`src/rtl/tcdm_amo_pkg.sv`:
```
// Shared atomic-operation encodings for the TCDM LR/SC filter and the downstream AMO stage.
package tcdm_amo_pkg;

  typedef enum logic [3:0] {
    AMONone = 4'h0,
    AMOSwap = 4'h1,
    AMOAdd  = 4'h2,
    AMOAnd  = 4'h3,
    AMOOr   = 4'h4,
    AMOXor  = 4'h5,
    AMOMax  = 4'h6,
    AMOMaxu = 4'h7,
    AMOMin  = 4'h8,
    AMOMinu = 4'h9,
    AMOCAS  = 4'hA,
    AMOLR   = 4'hB,
    AMOSC   = 4'hC
  } amo_op_t;

  localparam logic [31:0] ScSuccessCode = 32'd0;
  localparam logic [31:0] ScFailCode    = 32'd1;

  // Any operation other than LR/SC that carries a write enable or an AMO modifies memory.
  function automatic logic amoModifiesMem(input logic [3:0] amo, input logic wen);
    return (amo != AMOLR) && (amo != AMOSC) && (wen || (amo != AMONone));
  endfunction

endpackage

```
`src/rtl/lrsc_resv_slot.sv`:
```
// One reservation slot: valid bit, reserved address and, with TCDM_LRSC_TIMEOUT_EN defined,
// a lifetime counter that drops the reservation after ResvTimeout cycles.
module lrsc_resv_slot #(
  parameter int AddrMemWidth = 32,
  parameter int ResvTimeout  = 1024
) (
  input  logic                    clk_i,
  input  logic                    rst_ni,
  input  logic                    i_set,
  input  logic                    i_clr,
  input  logic                    i_inv,
  input  logic [AddrMemWidth-1:0] i_addr,
  output logic                    o_valid,
  output logic                    o_match
);

  logic                    r_valid;
  logic [AddrMemWidth-1:0] r_addr;
  logic                    w_match;
  logic                    w_expire;

  assign w_match = r_valid && (r_addr == i_addr);
  assign o_valid = r_valid;
  assign o_match = w_match;

`ifdef TCDM_LRSC_TIMEOUT_EN
  localparam int CntWidth = (ResvTimeout > 1) ? $clog2(ResvTimeout + 1) : 1;

  logic [CntWidth-1:0] r_cnt;

  // Expiry coincides with the edge on which the counter would reach zero.
  assign w_expire = r_valid && (r_cnt == CntWidth'(1));

  always_ff @(posedge clk_i or negedge rst_ni) begin
    if (!rst_ni) begin
      r_cnt <= '0;
    end else if (i_set) begin
      r_cnt <= CntWidth'(ResvTimeout);
    end else if (r_valid) begin
      r_cnt <= r_cnt - CntWidth'(1);
    end
  end
`else
  logic w_unusedTimeout;
  assign w_unusedTimeout = (ResvTimeout > 0);
  assign w_expire        = 1'b0;
`endif

  always_ff @(posedge clk_i or negedge rst_ni) begin
    if (!rst_ni) begin
      r_valid <= 1'b0;
      r_addr  <= '0;
    end else if (i_set) begin
      r_valid <= 1'b1;
      r_addr  <= i_addr;
    end else if (i_clr || (i_inv && w_match) || w_expire) begin
      r_valid <= 1'b0;
    end
  end

endmodule

```
`src/rtl/tcdm_lrsc_filter.sv`:
```
// LR/SC filter in front of the TCDM AMO stage: tracks one reservation per requester ID and
// turns LR/SC into plain loads/stores. Optional reservation timeout via TCDM_LRSC_TIMEOUT_EN.
module tcdm_lrsc_filter
  import tcdm_amo_pkg::*;
#(
  parameter int AddrMemWidth = 32,
  parameter int DataWidth    = 64,
  parameter int NumCores     = 8,
  parameter int ResvTimeout  = 1024,
  localparam int IdWidth     = (NumCores > 1) ? $clog2(NumCores) : 1
) (
  input  logic                    clk_i,
  input  logic                    rst_ni,
  input  logic                    in_req_i,
  output logic                    in_gnt_o,
  input  logic [AddrMemWidth-1:0] in_add_i,
  input  logic [3:0]              in_amo_i,
  input  logic                    in_wen_i,
  input  logic [DataWidth-1:0]    in_wdata_i,
  input  logic [DataWidth/8-1:0]  in_be_i,
  input  logic [IdWidth-1:0]      in_id_i,
  output logic [DataWidth-1:0]    in_rdata_o,
  output logic                    out_req_o,
  input  logic                    out_gnt_i,
  output logic [AddrMemWidth-1:0] out_add_o,
  output logic [3:0]              out_amo_o,
  output logic                    out_wen_o,
  output logic [DataWidth-1:0]    out_wdata_o,
  output logic [DataWidth/8-1:0]  out_be_o,
  input  logic [DataWidth-1:0]    out_rdata_i
);

  logic                 w_hs;
  logic                 w_isLr;
  logic                 w_isSc;
  logic [31:0]          w_idExt;
  logic                 w_idInRange;
  logic                 w_ownMatch;
  logic                 w_scSuccess;
  logic                 w_memWrite;
  logic                 w_beUpper;
  logic [NumCores-1:0]  w_slotSet;
  logic [NumCores-1:0]  w_slotClr;
  logic [NumCores-1:0]  w_slotValid;
  logic [NumCores-1:0]  w_slotMatch;
  logic [DataWidth-1:0] w_scResp;

  logic r_scPending;
  logic r_scFail;
  logic r_scUpper;

  assign w_hs        = in_req_i && out_gnt_i;
  assign w_isLr      = (in_amo_i == AMOLR);
  assign w_isSc      = (in_amo_i == AMOSC);
  assign w_idExt     = 32'(in_id_i);
  assign w_idInRange = (w_idExt < 32'(NumCores));

  always_comb begin
    w_ownMatch = 1'b0;
    for (int k = 0; k < NumCores; k++) begin
      if (w_idExt == 32'(k)) begin
        w_ownMatch = w_slotMatch[k];
      end
    end
  end

  assign w_scSuccess = w_isSc && w_idInRange && w_ownMatch;
  assign w_memWrite  = w_scSuccess || amoModifiesMem(in_amo_i, in_wen_i);

  assign out_req_o   = in_req_i;
  assign in_gnt_o    = out_gnt_i;
  assign out_add_o   = in_add_i;
  assign out_wdata_o = in_wdata_i;
  assign out_be_o    = in_be_i;
  assign out_amo_o   = (w_isLr || w_isSc) ? 4'(AMONone) : in_amo_i;
  assign out_wen_o   = w_isLr ? 1'b0 : (w_isSc ? w_scSuccess : in_wen_i);

  // Address-match invalidation on writes also clears the requester's own slot.
  for (genvar k = 0; k < NumCores; k++) begin : g_slot
    assign w_slotSet[k] = w_hs && w_isLr && (w_idExt == 32'(k));
    assign w_slotClr[k] = w_hs && w_isSc && (w_idExt == 32'(k));

    lrsc_resv_slot #(
      .AddrMemWidth(AddrMemWidth),
      .ResvTimeout (ResvTimeout)
    ) u_slot (
      .clk_i  (clk_i),
      .rst_ni (rst_ni),
      .i_set  (w_slotSet[k]),
      .i_clr  (w_slotClr[k]),
      .i_inv  (w_hs && w_memWrite),
      .i_addr (in_add_i),
      .o_valid(w_slotValid[k]),
      .o_match(w_slotMatch[k])
    );
  end

  // DataWidth must be 32 or 64; the lane select only exists in the 64-bit build.
  if (DataWidth == 64) begin : g_resp64
    assign w_beUpper = in_be_i[4];
    assign w_scResp  = r_scUpper ? {31'd0, r_scFail, 32'd0} : {63'd0, r_scFail};
  end else begin : g_resp32
    logic w_unusedUpper;
    assign w_unusedUpper = r_scUpper;
    assign w_beUpper     = 1'b0;
    assign w_scResp      = {{(DataWidth-1){1'b0}}, r_scFail};
  end

  always_ff @(posedge clk_i or negedge rst_ni) begin
    if (!rst_ni) begin
      r_scPending <= 1'b0;
      r_scFail    <= 1'b0;
      r_scUpper   <= 1'b0;
    end else begin
      r_scPending <= w_hs && w_isSc;
      if (w_hs && w_isSc) begin
        r_scFail  <= !w_scSuccess;
        r_scUpper <= w_beUpper;
      end
    end
  end

  assign in_rdata_o = r_scPending ? w_scResp : out_rdata_i;

endmodule
```
`config.mk`:
```
export PLATFORM = sky130hd
export DESIGN_NAME = tcdm_lrsc_filter
export DESIGN_NICKNAME = d
export VERILOG_FILES = /design/src/rtl/tcdm_amo_pkg.sv /design/src/rtl/lrsc_resv_slot.sv /design/src/rtl/tcdm_lrsc_filter.sv
export SDC_FILE = /design/constraint.sdc
export NUM_CORES = 1
export LEC_CHECK = 0
export ABC_AREA = 1
export BUFFER_PORTS_ARGS = -buffer_cell sky130_fd_sc_hd__buf_2
export CAP_MARGIN = 10
export CORE_AREA = 2 2 176 178
export CTS_CLUSTER_SIZE = 12
export DETAILED_ROUTE_END_ITERATION = 8
export DIE_AREA = 0 0 178 180
export PLACE_DENSITY_LB_ADDON = 0.3
export SYNTH_ARGS = -nofsm -noshare
export SYNTH_HDL_FRONTEND = slang
export SYNTH_SLANG_ARGS = --single-unit
```
`constraint.sdc`:
```
create_clock -name clk_i -period 2.03 [get_ports clk_i]
set_input_delay 0.3045 -clock clk_i [delete_from_list [all_inputs] [get_ports clk_i]]
set_output_delay 0.3045 -clock clk_i [all_outputs]
set_load 0.02 [all_outputs]
```
# Yosys cells after proc, flatten, opt, wreduce, memory -nomap -nowiden
# Index checks and enable logic that the tools add are counted.
# Widths: inputs -> output; s select.
# word_totals
in_bits,180
regBits,267
# op_classes
muxes,29
n_lt_le_gt_ge,1
n_reduce_logical,62
n_eq_ne,19
# op_table
cell,n
$eq 32x32->1,8
$mux 64,1
$logic_and 1x1->1,40
$mux 33,1
$logic_not 32->1,1
$mux 1,26
$reduce_bool 2->1,8
$eq 3x3->1 const B,4
$logic_or 1x1->1,11
$eq 4x4->1 const B,2
$ne 4x4->1 const B,2
$eq 3x2->1 const B,2
$lt 3x4->1 const B,1
$mux 4,1
$reduce_bool 4->1,1
$eq 3x1->1 const B,1
$logic_not 1->1,1

# Logic depth before layout (Yosys ltp)
# Gate-level depths: netlist (run 1).
# depth
depth_word,17
ltp_mapped,21

# Modules after synthesis
# A second synthesis (run 1) with hierarchy kept.
# hier_totals
hier_cells,2714
hier_area_um2,17396.7
# modules_own_cells
mod,cells_each,seq_area_each_um2,instances,area_per_inst_um2
lrsc_resv_slot,299,825.8,8,1959.4
tcdm_lrsc_filter,322,75.1,1,1721.7

# Least setup slack after synthesis (run 1)
# No wires, ideal clock.
# synth_timing
path_kind,input-to-output
from,in in_add_i[6]
to,out out_wen_o
setup_slack_ns,0.020
arrival_time_ns,1.706
required_ns,1.725
cell_stages,11
path_buffers,2
path_cell_list,buf_4 inv_2 buf_4 nor2_2 nor4b_1 nand4_1 nor2_1 nand3_1 a21oi_4 nand2_1 o21ai_0
# synth_between
elab_chain_cells,13
elab_cells_between_ends,27
# synth_rtl
element,line_no,rtl
"start, declared",tcdm_lrsc_filter.sv:16,"input logic [AddrMemWidth-1:0] in_add_i,"
$eq 32x32->1,lrsc_resv_slot.sv:22,assign w_match = r_valid && (r_addr == i_addr);
$logic_and 1x1->1,lrsc_resv_slot.sv:22,
$mux 1 (7 in a row),tcdm_lrsc_filter.sv:61,if (w_idExt == 32'(k)) begin
$mux 1 (*),tcdm_lrsc_filter.sv:61,
$logic_and 1x1->1 (*),tcdm_lrsc_filter.sv:67,assign w_scSuccess = w_isSc && w_idInRange && w_ownMatch;
$mux 1 (*) (2 in a row),tcdm_lrsc_filter.sv:76,assign out_wen_o = w_isLr ? 1'b0 : (w_isSc ? w_scSuccess : in_wen_i);
"end, declared",tcdm_lrsc_filter.sv:27,"output logic out_wen_o,"
# Mark *: on every way between the ends. The rest lies on a longest branch, timed or not.

# Worst setup path after layout (run 1)
# layout_timing
from,reg g_slot[6].u_slot.r_addr[16]
to,out out_wen_o
# layout_between
elab_chain_cells,7
# layout_rtl
element,line_no,rtl
"start, declared",lrsc_resv_slot.sv:18,logic [AddrMemWidth-1:0] r_addr;
"start signal, assigned",lrsc_resv_slot.sv:55,r_addr <= i_addr;
$eq 32x32->1,lrsc_resv_slot.sv:22,
$logic_and 1x1->1,lrsc_resv_slot.sv:22,
$mux 1 (2 in a row),tcdm_lrsc_filter.sv:61,
$logic_and 1x1->1,tcdm_lrsc_filter.sv:67,
$mux 1 (2 in a row),tcdm_lrsc_filter.sv:76,
# Every way passes these cells.

==> results.yml, run 1 <==
sta:
  fin_ws_ns: -0.938
  max_clock_freq_mhz: 337
  finalCritPeriodShare: 1.46
  timing.final.hold_violations: 0
  skew_ns: 0.0135
  min_period_ns: 2.97
  worst_pin_slew_ns: 0.568
  slew_viol_final: 0
  grt_setup_unrepaired: "true"
  finalSetupViolations: 37
  relSlewSlack: 0.611
clock_tree:
  clock_path_buffers: 3
  cts_tree: "done"
  htreeDepth: 1
  cts_buffers: 31
  clkSlewWorstSetupHoldPaths_ns: 0.06
  clkLatencyLatePin_ns: 0.58
  cts-root-buf: "clkbuf_16"
  clkSinkCount: 267
critical_path:
  timing.rr.end: "g_slot[2].u_slot.o_valid"
  critPathCapture: "out_wen_o"
  crit_path_end_kind: "output pin"
  startpoint_type: "flip-flop"
  crit_start: "g_slot[6].u_slot.r_addr[16]"
  cp_max_fo: 2
  ff2ff_path_depth: 17
  r2r_slack_ns: -0.41
  crit_type: "flip-flop to output pin"
  required_ns: 1.73
  r2r_start: "g_slot[6].u_slot.r_addr[16]"
  arrival_ns: 2.66
drt:
  drt-wirelength-per-cell_um: 23.9
  vias_per_cell: 5.74
  vias: 19300
  wl_mm: 80.4
  remaining_drc_errors: 0
  drtIter0Drc: 2796
  ant_nets: 0
  first_pass_iters: 6
grt:
  grtUsageTotal: 0.494
  grt_pass1_wl_mm: 115
  grt-ovfl-total: 0
  grt_pass1_vias: 18100
  grt_max_degree: 66
  antenna_found_initial: 12
placement:
  routabilityCongestion: 1.16
  dp_hpwl_mm: 60.5
  numPortBuffers: 212
  place_inst: 3286
run_status:
  violations: "negative setup slack"
  status: "finished, violations left"
yosys:
  avgSynthCellArea_sq_um: 7.12
  synth_edf_count: 0
  ys_seq_area_frac: 0.399
  ys_ff_latch: 267
  synth_warnings: 0
  yosysUniqueCellTypes: 47
  syn_inst: 2353
  netlist_area_sq_mm: 0.0167
  synthFlopType: "dfrtp_1"
  async_flop_share: 1.00
  synth_nets: 2533
floorplan:
  die_w_um: 178
  dieArea_sq_mm: 0.0320
  core_area_sq_mm: 0.0302
  core.rowCount: 64
  initial_core_util: 0.555
  io_pins: 355
  fp.dieH_um: 180
layout:
  final_cells: 3365
  drive_gt1_frac: 0.330
  final_core_util: 0.756
  fin_nets: 3112
  area_delta_synth_final_pct: 36.2
power_and_ir_drop:
  vdd_ir_drop_max_v: 0.000688
  power_mw: 15.3
  p_leak_nw: 11.7
  powerDensity_mw_per_mm2: 669
worst_hold_path:
  hold_start: "in_add_i[21]"
  min_path_type: "input port to flip-flop"
job:
  cap_viol_max_count: 0
==> cell families (layout without fill, tap and decap cells) <==
family	Yosys count	in the layout	share of synthesized area
flops	267	267	0.399
buf+inv	495	1098	0.149
compound gates	325	325	0.102
xor+xnor	80	80	0.0418
simple gates	1186	1186	0.308
other cells	0	13	0
==> power breakdown <==
group	internal (mW)	switching, mW
clock	3.84	2.40
combinational	1.33	1.86
sequential	5.59	0.237
==> cells in the final DEF, fill, tap and decap left out, types with 48 or more instances in the layout <==
cell       n
nor2_1   235
buf_2    199
nand2_1  614
inv_1    233
nor3_1    48
o21ai_0  279
nand3_1   54
buf_4    544
dfrtp_1  266
nand4_1   66
==> worst max-delay path, cell delays in order (launching register included) <==
cell	delay, ns
dfrtp_1	0.40
xnor2_1	0.16
buf_4	0.17
nand3_4	0.07
nor4_4	0.19
buf_4	0.16
nand4_1	0.12
nor2_4	0.19
nand3_2	0.09
nand2_2	0.10
nand2_4	0.08
nand2_4	0.08
nand2_2	0.06
o21ai_2	0.08
buf_6	0.14
==> cell usage after synthesis (4+ instances only) <==
master	count	area share
nand2_1	638	0.14
o21ai_0	281	0.084
dfrtp_1	267	0.40
nor2_1	245	0.055
inv_1	233	0.052
buf_4	124	0.056
clkbuf_1	71	0.016
nand4_1	66	0.025
nand3_1	58	0.017
nor3_1	49	0.015
or2_2	42	0.016
xnor2_1	40	0.021
xor2_1	40	0.021
nor4_1	35	0.013
inv_2	23	0.0052
buf_6	18	0.012
buf_2	14	0.0042
a21oi_1	13	0.0039
nand2_2	13	0.0049
o2111ai_1	11	0.0058
nand3b_1	9	0.0040
o22ai_1	7	0.0026
nand2_4	5	0.0034
nor3b_1	5	0.0022
o21ai_1	5	0.0015
inv_4	4	0.0015
nor4b_1	4	0.0021
==> state kept, by name (all words and copies together) (netlist names) <==
name	flops
g_slot.u_slot.r_addr	256
r_scFail	1
r_scPending	1
r_scUpper	1
g_slot.u_slot.o_valid	8
==> layout make-up <==
class / instances / area [sq um]
diodes: 13 / 32.5
clock buffers: 45 / 908
clock inverters: 12 / 216
fillers: 2294 / 7370
inverters: 263 / 997
multi-input cells: 1591 / 7830
flip-flops and latches: 267 / 6690
well taps: 396 / 495
repair buffers: 778 / 5660
==> layer usage <==
| layer | track usage | wire length (um) | vias up | share of wire |
|---|---|---|---|---|
| met5 | 0.0309 | 160 | - | 0.0020 |
| met3 | 0.184 | 11900 | 297 | 0.15 |
| met4 | 0.258 | 5620 | 10 | 0.070 |
| met2 | 0.717 | 33400 | 1377 | 0.42 |
| met1 | 0.639 | 29300 | 9062 | 0.36 |
| li1 | - | - | 8557 | - |
==> metrics by stage <==
step           hold WS (ns)  TNS (ns)  worst slack [ns]  cell area [sq um]
4_1_cts               0.116     -4.78            -0.973              22600
3_3_place_gp          0.256     -7.79            -0.890              21300
3_5_place_dp          0.259     -8.01            -0.866              21300
2_1_floorplan       0.00891         0            0.0199              16700
6_report              0.119     -5.35            -0.938              22800
5_1_grt               0.146     -6.33             -1.01              22800
==> what timing repair did <==
item / 4_1_cts / 5_1_grt
gates resized for setup: 22 / 55
endpoints found under the setup margin: 45 / 33
cloned: 0 / 0
endpoints found under the hold margin: 42 / 0
hold buffers: 2 / 0
pin swaps: 8 / 13
setup buffers: 5 / 4
==> how the worst min path moves through the flow <==
stage                                  end  cells after the start
6_report       g_slot[6].u_slot.r_addr[21]                      3
5_1_grt        g_slot[1].u_slot.r_addr[21]                      3
4_1_cts        g_slot[1].u_slot.r_addr[21]                      3
3_5_place_dp    g_slot[5].u_slot.r_addr[3]                      1
3_3_place_gp    g_slot[5].u_slot.r_addr[3]                      1
2_1_floorplan     g_slot[0].u_slot.o_valid                      0
Note: power is estimated with default switching activity, not from simulation.
==> run 2, diff against run 1 <==
Settings changed: PLACE_DENSITY set to 0.83, PLACE_DENSITY_LB_ADDON 0.3 to not set.
Clock period 2.03 ns to 3.15 ns, I/O delays scaled along.
==> run 2 against run 1 <==
Effect of this change:
- the run now ends clean
- non-clock buffer count shrank 418
- sequential power shrank 36%
- hold slack gained 0.060 ns
- critical endpoint unchanged
- largest cell class unchanged
- highest routed layer unchanged
==> results.yml, run 2 (synthesis gave the netlist of run 1 again) <==
critical_path:
  crit_slowest_cell: "dfrtp_1"
  crit_type: "flip-flop to output pin"
  cp_max_fo: 2
  required_ns: 2.68
  crit_path_end_kind: "output pin"
  critical_path.top_delay_family: "simple AND/OR/NAND/NOR gates"
  worstPathCellList: "xnor2_1 > nand3b_1 > nor4_1 > nand3_1 > nor2_1 > nand3_1 > nand2_1 > nand2_2 > nand2_2 > nand2_1 > o21ai_0 > buf_2"
  startpoint_type: "flip-flop"
  cp.buffers_inverters: 1
  max_stage_delay_ns: 0.40
  arrival_ns: 2.64
grt:
  grtUsageMet3: 0.179
  busiest_layer: "met2"
  use_met2: 0.656
  grt-ovfl-total: 0
  grt_pass1_wl_mm: 106
  grt_max_degree: 70
  grtUsageTotal: 0.457
  use_met1: 0.597
  grt_pass1_vias: 15600
  antenna_found_initial: 3
power_and_ir_drop:
  p_leak_nw: 9.57
  powerDensity_mw_per_mm2: 480
  power_mw: 9.27
  vdd_ir_drop_max_v: 0.000493
layout:
  fin_area_sq_mm: 0.0193
  final_cells: 2937
  fin_nets: 2694
  largest_register: "g_slot.u_slot.r_addr"
  mostFrequentLayoutCells: "nand2_1, o21ai_0, dfrtp_1, nor2_1, inv_1"
  fillerInstances: 2701
  final_common_cell: "nand2_1"
  final_core_util: 0.639
  largest_reg_flops: 256
  area_delta_synth_final_pct: 15.3
  drive_gt1_frac: 0.217
drt:
  ant_nets: 0
  drt-wirelength-per-cell_um: 25.3
  vias: 17300
  remaining_drc_errors: 0
  wl_mm: 74.4
  first_pass_iters: 7
  drtIter0Drc: 2323
  vias_per_cell: 5.90
sta:
  hold_slack_ns: 0.179
  worst_pin_slew_ns: 0.772
  relSlewSlack: 0.485
  finalCritPeriodShare: 0.989
  finalSetupViolations: 0
  grt_setup_unrepaired: "true"
  setup_tns_ns: 0
  slew_viol_final: 0
  timing.final.hold_violations: 0
  fin_ws_ns: 0.0348
  skew_ns: 0.0144
  min_period_ns: 3.12
  max_clock_freq_mhz: 321
placement:
  dp_hpwl_mm: 56.4
  place_ws_ns: 0.0432
  numPortBuffers: 212
  place_inst: 2868
  routabilityCongestion: 1.17
  place_area_sq_mm: 0.0180
run_status:
  status: "completed"
clock_tree:
  cts_tree: "done"
  cts_buffers: 31
  clkSlewWorstSetupHoldPaths_ns: 0.06
  clock_path_buffers: 3
  clkLatencyLatePin_ns: 0.58
  cts-root-buf: "clkbuf_16"
  htreeDepth: 1
  clkSinkCount: 267
floorplan:
  core_area_sq_mm: 0.0302
  dieArea_sq_mm: 0.0320
  die_w_um: 178
  fp.dieH_um: 180
  initial_core_util: 0.555
  io_pins: 355
  core.rowCount: 64
worst_hold_path:
  min_path_type: "input port to flip-flop"
job:
  cap_viol_max_count: 0
## run 2: cell types whose count changed in the layout (fill, tap and decap cells not counted), moves of 4 or more
cell / before / now
buf_2: 199 / 211
buf_12: 22 / 9
buf_4: 544 / 138
nand2_1: 614 / 622
nand2_2: 33 / 29
diode_2: 13 / 3
buf_6: 7 / 0
## run 2: cell type report
cell class                      instances  area (sq um)  share of cell area
Antenna cell                            3          7.51            0.000389
Clock inverter                         12           149             0.00771
Timing Repair Buffer                  360          2300               0.119
Multi-Input combinational cell       1591          7740               0.401
Clock buffer                           45           928              0.0481
Tap cell                              396           495              0.0257
Inverter                              263          1000              0.0519
Sequential cell                       267          6680               0.346
## run 2: path summary, 6_finish.rpt
check	from	to	slack, ns	cells after the start
worst max-delay path	g_slot[6].u_slot.r_addr[28]	out_wen_o	0.03	12
worst min-delay path	in_be_i[4]	r_scUpper	0.18	3
worst max register to register	g_slot[6].u_slot.r_addr[28]	g_slot[0].u_slot.o_valid	0.72	15
worst min register to register	g_slot[0].u_slot.r_addr[0]	g_slot[0].u_slot.r_addr[0]	0.48	2
max in group asynchronous	rst_ni	g_slot[2].u_slot.r_addr[4]	1.92	3
min in group asynchronous	rst_ni	g_slot[0].u_slot.r_addr[19]	0.46	2
## run 2: report_power, final
group | internal, mW | total [mW] | switching [mW] | leakage, nW
Clock | 2.28 | 3.85 | 1.57 | 0.534
Sequential | 3.60 | 3.76 | 0.161 | 3.64
Combinational | 0.542 | 1.65 | 1.11 | 5.39
Total | 6.43 | 9.27 | 2.84 | 9.57
## run 2: tightest hold or removal path: cells and delay by family
| kind | cells | cell delay (ns) |
|---|---|---|
| buffers and inverters | 1 | 0.13 |
| and+or+nand+nor | 1 | 0.06 |
| AOI/OAI and AO/OA | 1 | 0.06 |
## run 2: per-layer routing
layer  vias to the layer above  part of all wire
met5                         -           0.00093
met4                         4             0.063
met3                       234              0.15
met2                      1223              0.42
met1                      8179              0.37
li1                       7684                 -
## run 2: repair_timing
item / CTS / global route
resized for setup: 6 / 30
endpoints found under the setup margin: 1 / 1
setup buffers: 1 / 8
hold buffers: 1 / 0
pin swaps: 0 / 15
hold endpoints to repair: 64 / 0
